[src/rtl/dmem_lsu.sv]
`default_nettype none
// ============================================================================
// Module   : dmem_lsu
// Brief    : Load/store unit: word-aligned byte-enabled data memory access
//            over req/ack with timeout, extended load data for writeback.
//            Optional macro DMEM_MISALIGN_TRAP_EN: trap misaligned accesses
//            (err 01) instead of clearing the offending address bits.
// Revision : 1.0 - initial release
// ============================================================================
module dmem_lsu #(
    parameter int          TIMEOUT   = 16,
    parameter logic [31:0] DMEM_BASE = 32'h0000_0000
) (
    input  logic        clk,
    input  logic        reset,
    input  logic        req_valid,
    output logic        req_ready,
    input  logic        req_we,
    input  logic [2:0]  funct3,
    input  logic [31:0] addr,
    input  logic [31:0] store_data,
    output logic [31:0] load_data,
    output logic        done,
    output logic [1:0]  err_code,
    output logic        mem_req,
    output logic        mem_we,
    output logic [31:0] mem_addr,
    output logic [3:0]  mem_be,
    output logic [31:0] mem_wdata,
    input  logic [31:0] mem_rdata,
    input  logic        mem_ack
);

    localparam logic [1:0] c_idle  = 2'd0;
    localparam logic [1:0] c_issue = 2'd1;
    localparam logic [1:0] c_done  = 2'd2;

    localparam logic [7:0] c_timeout_last = 8'(TIMEOUT - 1);

    localparam logic [1:0] c_err_ok      = 2'b00;
    localparam logic [1:0] c_err_timeout = 2'b10;
    localparam logic [1:0] c_err_illegal = 2'b11;

    logic [1:0]  r_state;
    logic [1:0]  w_next_state;

    logic        r_we;
    logic [2:0]  r_funct3;
    logic [1:0]  r_off;
    logic [7:0]  r_cnt;
    logic [31:0] r_load_data;
    logic [1:0]  r_err;
    logic        r_mem_we;
    logic [31:0] r_mem_addr;
    logic [3:0]  r_mem_be;
    logic [31:0] r_mem_wdata;

    logic        w_accept;
    logic        w_legal;
    logic [1:0]  w_off;
    logic [3:0]  w_be;
    logic [31:0] w_wdata;
    logic [31:0] w_word_addr;
    logic [1:0]  w_err_accept;
    logic        w_bad;
    logic        w_timeout_hit;
    logic [31:0] w_shifted;
    logic [31:0] w_ext;

`ifdef DMEM_MISALIGN_TRAP_EN
    logic        w_misaligned;
`endif

    assign w_accept      = req_valid && (r_state == c_idle);
    assign w_word_addr   = (addr - DMEM_BASE) & 32'hFFFF_FFFC;
    assign w_timeout_hit = (r_cnt == c_timeout_last);

    // Request decode, evaluated on the raw request fields at accept time
    always_comb begin
        case (funct3)
            3'b000, 3'b001, 3'b010: w_legal = 1'b1;
            3'b100, 3'b101:         w_legal = !req_we;
            default:                w_legal = 1'b0;
        endcase

`ifdef DMEM_MISALIGN_TRAP_EN
        w_misaligned = ((funct3[1:0] == 2'b01) && addr[0]) ||
                       ((funct3[1:0] == 2'b10) && (addr[1:0] != 2'b00));
        w_off = addr[1:0];
`else
        case (funct3[1:0])
            2'b01:   w_off = {addr[1], 1'b0};
            2'b10:   w_off = 2'b00;
            default: w_off = addr[1:0];
        endcase
`endif

        w_be    = 4'b1111;
        w_wdata = store_data;
        if (req_we) begin
            case (funct3[1:0])
                2'b00: begin
                    w_be    = 4'b0001 << w_off;
                    w_wdata = {4{store_data[7:0]}};
                end
                2'b01: begin
                    w_be    = w_off[1] ? 4'b1100 : 4'b0011;
                    w_wdata = {2{store_data[15:0]}};
                end
                default: begin
                    w_be    = 4'b1111;
                    w_wdata = store_data;
                end
            endcase
        end

        if (!w_legal)
            w_err_accept = c_err_illegal;
`ifdef DMEM_MISALIGN_TRAP_EN
        else if (w_misaligned)
            w_err_accept = 2'b01;
`endif
        else
            w_err_accept = c_err_ok;

        w_bad = (w_err_accept != c_err_ok);
    end

    // Load lane select and extension
    always_comb begin
        w_shifted = mem_rdata >> {r_off, 3'b000};
        case (r_funct3)
            3'b000:  w_ext = {{24{w_shifted[7]}}, w_shifted[7:0]};
            3'b001:  w_ext = {{16{w_shifted[15]}}, w_shifted[15:0]};
            3'b100:  w_ext = {24'd0, w_shifted[7:0]};
            3'b101:  w_ext = {16'd0, w_shifted[15:0]};
            default: w_ext = w_shifted;
        endcase
    end

    always_ff @(posedge clk or posedge reset) begin
        if (reset)
            r_state <= c_idle;
        else
            r_state <= w_next_state;
    end

    always_comb begin
        w_next_state = r_state;
        case (r_state)
            c_idle:  if (w_accept) w_next_state = w_bad ? c_done : c_issue;
            c_issue: if (mem_ack || w_timeout_hit) w_next_state = c_done;
            c_done:  w_next_state = c_idle;
            default: w_next_state = c_idle;
        endcase
    end

    always_comb begin
        req_ready = (r_state == c_idle);
        done      = (r_state == c_done);
        mem_req   = (r_state == c_issue);
    end

    always_ff @(posedge clk or posedge reset) begin
        if (reset) begin
            r_we        <= 1'b0;
            r_funct3    <= 3'b000;
            r_off       <= 2'b00;
            r_cnt       <= 8'd0;
            r_load_data <= 32'd0;
            r_err       <= c_err_ok;
            r_mem_we    <= 1'b0;
            r_mem_addr  <= 32'd0;
            r_mem_be    <= 4'b0000;
            r_mem_wdata <= 32'd0;
        end else if (w_accept) begin
            r_we     <= req_we;
            r_funct3 <= funct3;
            r_off    <= w_off;
            r_cnt    <= 8'd0;
            r_err    <= w_err_accept;
            if (!w_bad) begin
                r_mem_we    <= req_we;
                r_mem_addr  <= w_word_addr;
                r_mem_be    <= w_be;
                r_mem_wdata <= w_wdata;
            end
        end else if (r_state == c_issue) begin
            r_cnt <= r_cnt + 8'd1;
            // Ack takes priority over a timeout on the same edge
            if (mem_ack) begin
                r_err <= c_err_ok;
                if (!r_we)
                    r_load_data <= w_ext;
            end else if (w_timeout_hit) begin
                r_err       <= c_err_timeout;
                r_load_data <= 32'd0;
            end
        end
    end

    assign load_data = r_load_data;
    assign err_code  = r_err;
    assign mem_we    = r_mem_we;
    assign mem_addr  = r_mem_addr;
    assign mem_be    = r_mem_be;
    assign mem_wdata = r_mem_wdata;

endmodule
`default_nettype wire

[config.mk]
export PLATFORM = sky130hd
export DESIGN_NAME = dmem_lsu
export DESIGN_NICKNAME = d
export VERILOG_FILES = /design/src/rtl/dmem_lsu.sv
export SDC_FILE = /design/constraint.sdc
export NUM_CORES = 1
export LEC_CHECK = 0
export ABC_CLOCK_PERIOD_IN_PS = 6100
export BUFFER_PORTS_ARGS = -buffer_cell sky130_fd_sc_hd__buf_4
export CORE_ASPECT_RATIO = 2
export CORE_UTILIZATION = 53
export CTS_CLUSTER_DIAMETER = 30
export DETAILED_ROUTE_END_ITERATION = 8
export PLACE_DENSITY = 0.91
export SLEW_MARGIN = 20
export SYNTH_ARGS = -nofsm -noshare
export SYNTH_HDL_FRONTEND = slang
export SYNTH_SLANG_ARGS = --single-unit
[constraint.sdc]
create_clock -name clk -period 6.1 [get_ports clk]
set_clock_uncertainty 0.05 [all_clocks]
set_input_delay 1.22 -clock clk [delete_from_list [all_inputs] [get_ports clk]]
set_output_delay 1.22 -clock clk [all_outputs]
set_load 0.1 [all_outputs]
==> results of run 1 <==
-- worst max-delay path by stage --
stage	from	endpoint	slack [ns]	depth (start not counted)
6_report	r_state[1]	mem_req	3.00	3
5_1_grt	funct3[1]	mem_wdata[17]	2.84	7
4_1_cts	funct3[1]	mem_wdata[4]	2.94	7
2_1_floorplan	reset	err_code[0]	1.73	1
3_3_place_gp	funct3[1]	mem_be[0]	2.66	6
3_5_place_dp	funct3[1]	mem_be[0]	2.50	7
-- logic make-up after synthesis --
logic type,after synthesis
simple gates,255
flops,117
fa+ha+maj,4
other cells,1
mux,35
compound gates,142
xor+xnor,1
buf+inv,49
-- routing by layer --
layer,track usage,vias to the layer above,share of wire
met2,0.544,295,0.54
met1,0.332,2539,0.34
li1,-,2434,-
met4,0.203,0,0.054
met3,0.0718,68,0.071
met5,0,-,0
-- worst min-delay path, stage by stage (launching register included) --
cell     delay [ns]
dfrtp_1        0.34
nand2_1        0.05
nand2_1        0.06
-- flip-flops by register name, summed over array words and instances (netlist names) --
signal / flops
mem_wdata: 32
r_state: 2
load_data: 32
r_off: 2
r_we: 1
mem_be: 4
mem_we: 1
r_cnt: 8
mem_addr: 30
r_funct3: 3
err_code: 2
-- cells in the mapped netlist, drive strengths merged (2+ instances only) --
| cell type | count |
|---|---|
| buf | 18 |
| nand3b | 7 |
| mux2 | 8 |
| mux2i | 26 |
| dfrtp | 117 |
| a22oi | 24 |
| nor3b | 5 |
| clkbuf | 22 |
| o211ai | 8 |
| or3 | 2 |
| o21ai | 64 |
| ha | 4 |
| nor2b | 11 |
| a31oi | 5 |
| nand2b | 3 |
| a21oi | 32 |
| nand3 | 4 |
| and3 | 2 |
| o31ai | 2 |
| nor2 | 9 |
| inv | 9 |
| nand2 | 205 |
-- stage by stage --
step                      hold WS, ns  instance area [µm²]  worst slack, ns
final                           0.429                 7830             3.00
after global routing            0.448                 7830             2.84
after CTS                       0.431                 7790             2.94
after detailed placement        0.418                 7130             2.50
after global placement          0.405                 7120             2.66
after floorplan                 0.389                 5530             1.73
-- layout make-up --
cell class,instances,area (µm²)
clock inverters,10,200
inverters,9,36.3
repair buffers,212,1610
fillers,691,2320
multi-input cells,439,2420
well taps,135,169
flip-flops and latches,117,2930
clock buffers,22,464
==> results.yml, run 1 <==
setup_path:
  cpMaxStageDelayCell: "dfrtp_1"
  start_kind: "register"
  cpPeakStageDelay_ns: 0.42
  cp_top_family: "buffers and inverters"
  cp_data_required_time_ns: 4.83
  ff2ff_setup_slack_ns: 3.68
  worstReg2RegStart: "r_off[1]"
  rr_worst_depth: 4
  critical_path_class: "reg2out"
  worst-path-buf-inv: 2
  path_cells: "nand2b_1 > inv_1 > buf_4"
  end_kind: "output port"
  cp_max_fo: 12
  r2r-end: "load_data[21]"
  cp.arrival_ns: 1.83
global_routing:
  grt_pass1_vias: 5580
  grt_max_degree: 82
  grtUsageTotal: 0.316
  antenna_found_initial: 0
  grt_pass1_wl_mm: 25.9
  overflow: 0
timing:
  min_period_over_period: 0.508
  grt_setup_unrepaired: "no"
  tightest_slew_ns: 0.784
  finalHoldViolations: 0
  period_minus_slack_ns: 3.10
  tns_ns: 0
  slew_violations: 0
  setup_violations: 0
  slew_headroom: 0.477
  fmax_ghz: 0.322
drt:
  viasPerCell: 5.65
  vias: 5336
  route.detailed.drc: 0
  ant_nets: 0
  wl_per_cell_um: 17.5
  first_pass_iters: 5
  routed_wirelength_mm: 16.5
  drtIter0Drc: 351
yosys:
  synth.mux.area_fraction: 0.0675
  synth_fa_ha_area_frac: 0.00906
  ys_warn_count: 0
  yosys-top-cells-area: "dfrtp_1 53%, nand2_1 14%, mux2i_1 4.7%"
  synth_edf_count: 0
  synthArstFlopShare: 1.00
  synth_ff_type: "dfrtp_1"
  seq_area_frac_synth: 0.530
  synth_cells: 604
  synth_top_family_by_area: "simple AND/OR/NAND/NOR gates"
  synth_area_leader_cell: "dfrtp_1"
  synth_compound_area_frac: 0.150
  synth_area_per_cell_um2: 9.15
  synthXorXnorAreaFrac: 0.00159
  synth_area_um2: 5530
  synth_top_area_share: 0.530
  yosys.area_share.simple: 0.202
  synth_seq_cells: 117
  synth_cell_types: 45
floorplan:
  die_y_um: 146
  boundaryPins: 210
  dieWidth_um: 74.2
  dieArea_um2: 10900
  rows: 52
  coreArea_um2: 10100
  initial_utilization: 0.544
cells_and_area:
  layout_common_cells: "211 x buf_4, 205 x nand2_1, 117 x dfrtp_1"
  layout.cells.non_filler: 944
  final_common_cell: "buf_4"
  finish.utilization: 0.771
  layout-drive-gt1-share: 0.320
  syn_to_final_growth_pct: 41.7
  antennaDiodeCount: 0
  fin_nets: 904
clocking:
  clock_path_buffers: 2
  cts_buffers: 17
  clkTransAtPathRegs_ns: 0.05
  clkLatencyLatePin_ns: 0.41
  cts_tree: "done"
  cts_resized: 0
  h-tree-depth: 4
  hold_buffers: 0
  cts_setup_buffers: 0
  clockRootBuffer: "clkbuf_16"
  cts.sinks: 117
hold_path:
  hp-class: "reg2reg"
  worstHoldPathCells: 2
  hp-start: "mem_addr[21]"
  min_to: "mem_addr[21]"
placement:
  place.gp.congestion: 0.850
  numPortBuffers: 207
  dp_cells: 911
  dpl.hpwl_mm: 11.9
outcome:
  status: "finished clean"
flow_run:
  cap_viol_max_count: 0
Power of run 1 is not shown: default switching activity piles up to over one toggle a cycle in this logic, so the estimate is an artifact.
==> inputs of run 2 (changes only) <==
--- a/config.mk
+++ b/config.mk
@@ -5,13 +5,13 @@
 export SDC_FILE = /design/constraint.sdc
 export NUM_CORES = 1
 export LEC_CHECK = 0
-export ABC_CLOCK_PERIOD_IN_PS = 6100
+export ABC_CLOCK_PERIOD_IN_PS = 3000
 export BUFFER_PORTS_ARGS = -buffer_cell sky130_fd_sc_hd__buf_4
 export CORE_ASPECT_RATIO = 2
-export CORE_UTILIZATION = 53
+export CORE_UTILIZATION = 49
 export CTS_CLUSTER_DIAMETER = 30
 export DETAILED_ROUTE_END_ITERATION = 8
-export PLACE_DENSITY = 0.91
+export PLACE_DENSITY = 0.86
 export SLEW_MARGIN = 20
 export SYNTH_ARGS = -nofsm -noshare
 export SYNTH_HDL_FRONTEND = slang
==> constraint.sdc (replaced) <==
create_clock -name clk -period 3 [get_ports clk]
set_clock_uncertainty 0.05 [all_clocks]
set_input_delay 0.6 -clock clk [delete_from_list [all_inputs] [get_ports clk]]
set_output_delay 0.6 -clock clk [all_outputs]
set_load 0.1 [all_outputs]
==> results.yml, run 2 (same netlist as run 1, synthesis figures left out) <==
timing:
  slew_headroom: 0.508
  timing.hold.ws_ns: 0.260
  slew_violations: 0
  period_minus_slack_ns: 2.48
  setup_violations: 0
  grt_setup_unrepaired: "no"
  min_period_over_period: 0.825
  finalHoldViolations: 0
  fmax_ghz: 0.404
  timing.final.ws_setup_ns: 0.525
  tightest_slew_ns: 0.739
  tns_ns: 0
clocking:
  cts.sinks: 117
  hold_buffers: 0
  clock_path_buffers: 2
  cts_setup_buffers: 0
  h-tree-depth: 4
  clkLatencyLatePin_ns: 0.40
  clkTransAtPathRegs_ns: 0.06
  cts_buffers: 17
  cts_tree: "done"
  clockRootBuffer: "clkbuf_16"
  cts_resized: 0
placement:
  numPortBuffers: 207
  post-place-ws_ns: 0.570
  place.gp.congestion: 0.921
  dpl.hpwl_mm: 12.3
cells_and_area:
  syn_to_final_growth_pct: 42.0
  antennaDiodeCount: 0
  layout-drive-gt1-share: 0.329
  fin_nets: 912
  n_fill_cell: 821
  final_common_cell: "buf_4"
  layout_common_cells: "218 x buf_4, 205 x nand2_1, 117 x dfrtp_1"
global_routing:
  grt_pass1_vias: 5544
  grt_pass1_wl_mm: 26.4
  antenna_found_initial: 0
  overflow: 0
  grtUsageTotal: 0.291
  grt_max_degree: 82
drt:
  viasPerCell: 5.56
  route.detailed.drc: 0
  wl_per_cell_um: 17.2
  ant_nets: 0
  top_layer: "met4"
  routed_wirelength_mm: 16.5
  wl_met2_mm: 8.93
  met1_length_mm: 5.69
  drtIter0Drc: 301
  wl_met3_mm: 1.13
  first_pass_iters: 5
  vias: 5318
setup_path:
  end_kind: "output port"
  cpMaxStageDelayCell: "dfrtp_1"
  path_cells: "nand2b_1 > inv_1 > buf_4"
  ff2ff_setup_slack_ns: 0.93
  worstReg2RegStart: "r_off[1]"
  cp_max_fo: 12
  cpPeakStageDelay_ns: 0.42
  rr_worst_depth: 4
  start_kind: "register"
  critical_path_class: "reg2out"
  cp_data_required_time_ns: 2.35
  r2r-end: "load_data[10]"
  cp.arrival_ns: 1.83
outcome:
  status: "finished clean"
floorplan:
  initial_utilization: 0.505
  dieArea_um2: 11700
  dieWidth_um: 77.1
  die_y_um: 152
  rows: 54
  coreArea_um2: 10900
  boundaryPins: 210
hold_path:
  hp-class: "in2async"
flow_run:
  cap_viol_max_count: 0
-- run 2: worst max-delay path, delay by kind of cell (launching register included) --
kind                   cells  cell delay, ns
buffers and inverters      2            0.70
flip-flops                 1            0.42
AND/OR/NAND/NOR            1            0.29
-- run 2: per-stage QoR --
| step | utilization | cell area (µm²) | std cells |
|---|---|---|---|
| floorplan | - | 5530 | 605 |
| detailed placement | 0.660 | 7220 | 925 |
| global placement | 0.660 | 7220 | 925 |
| finish | 0.717 | 7850 | 957 |
| global route | 0.717 | 7850 | 957 |
| CTS | 0.717 | 7850 | 957 |
-- run 2: worst max path at each step --
stage                from        end  slack, ns
4_1_cts        r_state[1]    mem_req       0.51
6_report       r_state[1]    mem_req       0.52
2_1_floorplan  r_state[0]       done       0.59
5_1_grt        r_state[1]    mem_req       0.43
3_5_place_dp    funct3[1]  mem_be[1]       0.57
3_3_place_gp    funct3[0]  mem_be[1]       0.65
-- run 2: cell type report --
class	count	area, µm²	share of cell area
clock buffers	18	439	0.0560
inverters	9	37.5	0.00478
multi-input cells	439	2410	0.307
clock inverters	14	184	0.0234
flip-flops and latches	117	2930	0.373
well taps	140	175	0.0223
repair buffers	220	1680	0.214
-- run 2: metal layers --
metal / vias up / track usage
met5: - / 0
met4: 0 / 0.171
met3: 40 / 0.0653
met2: 255 / 0.518
met1: 2575 / 0.308
li1: 2448 / -
Power of run 2 is left out for the same reason.
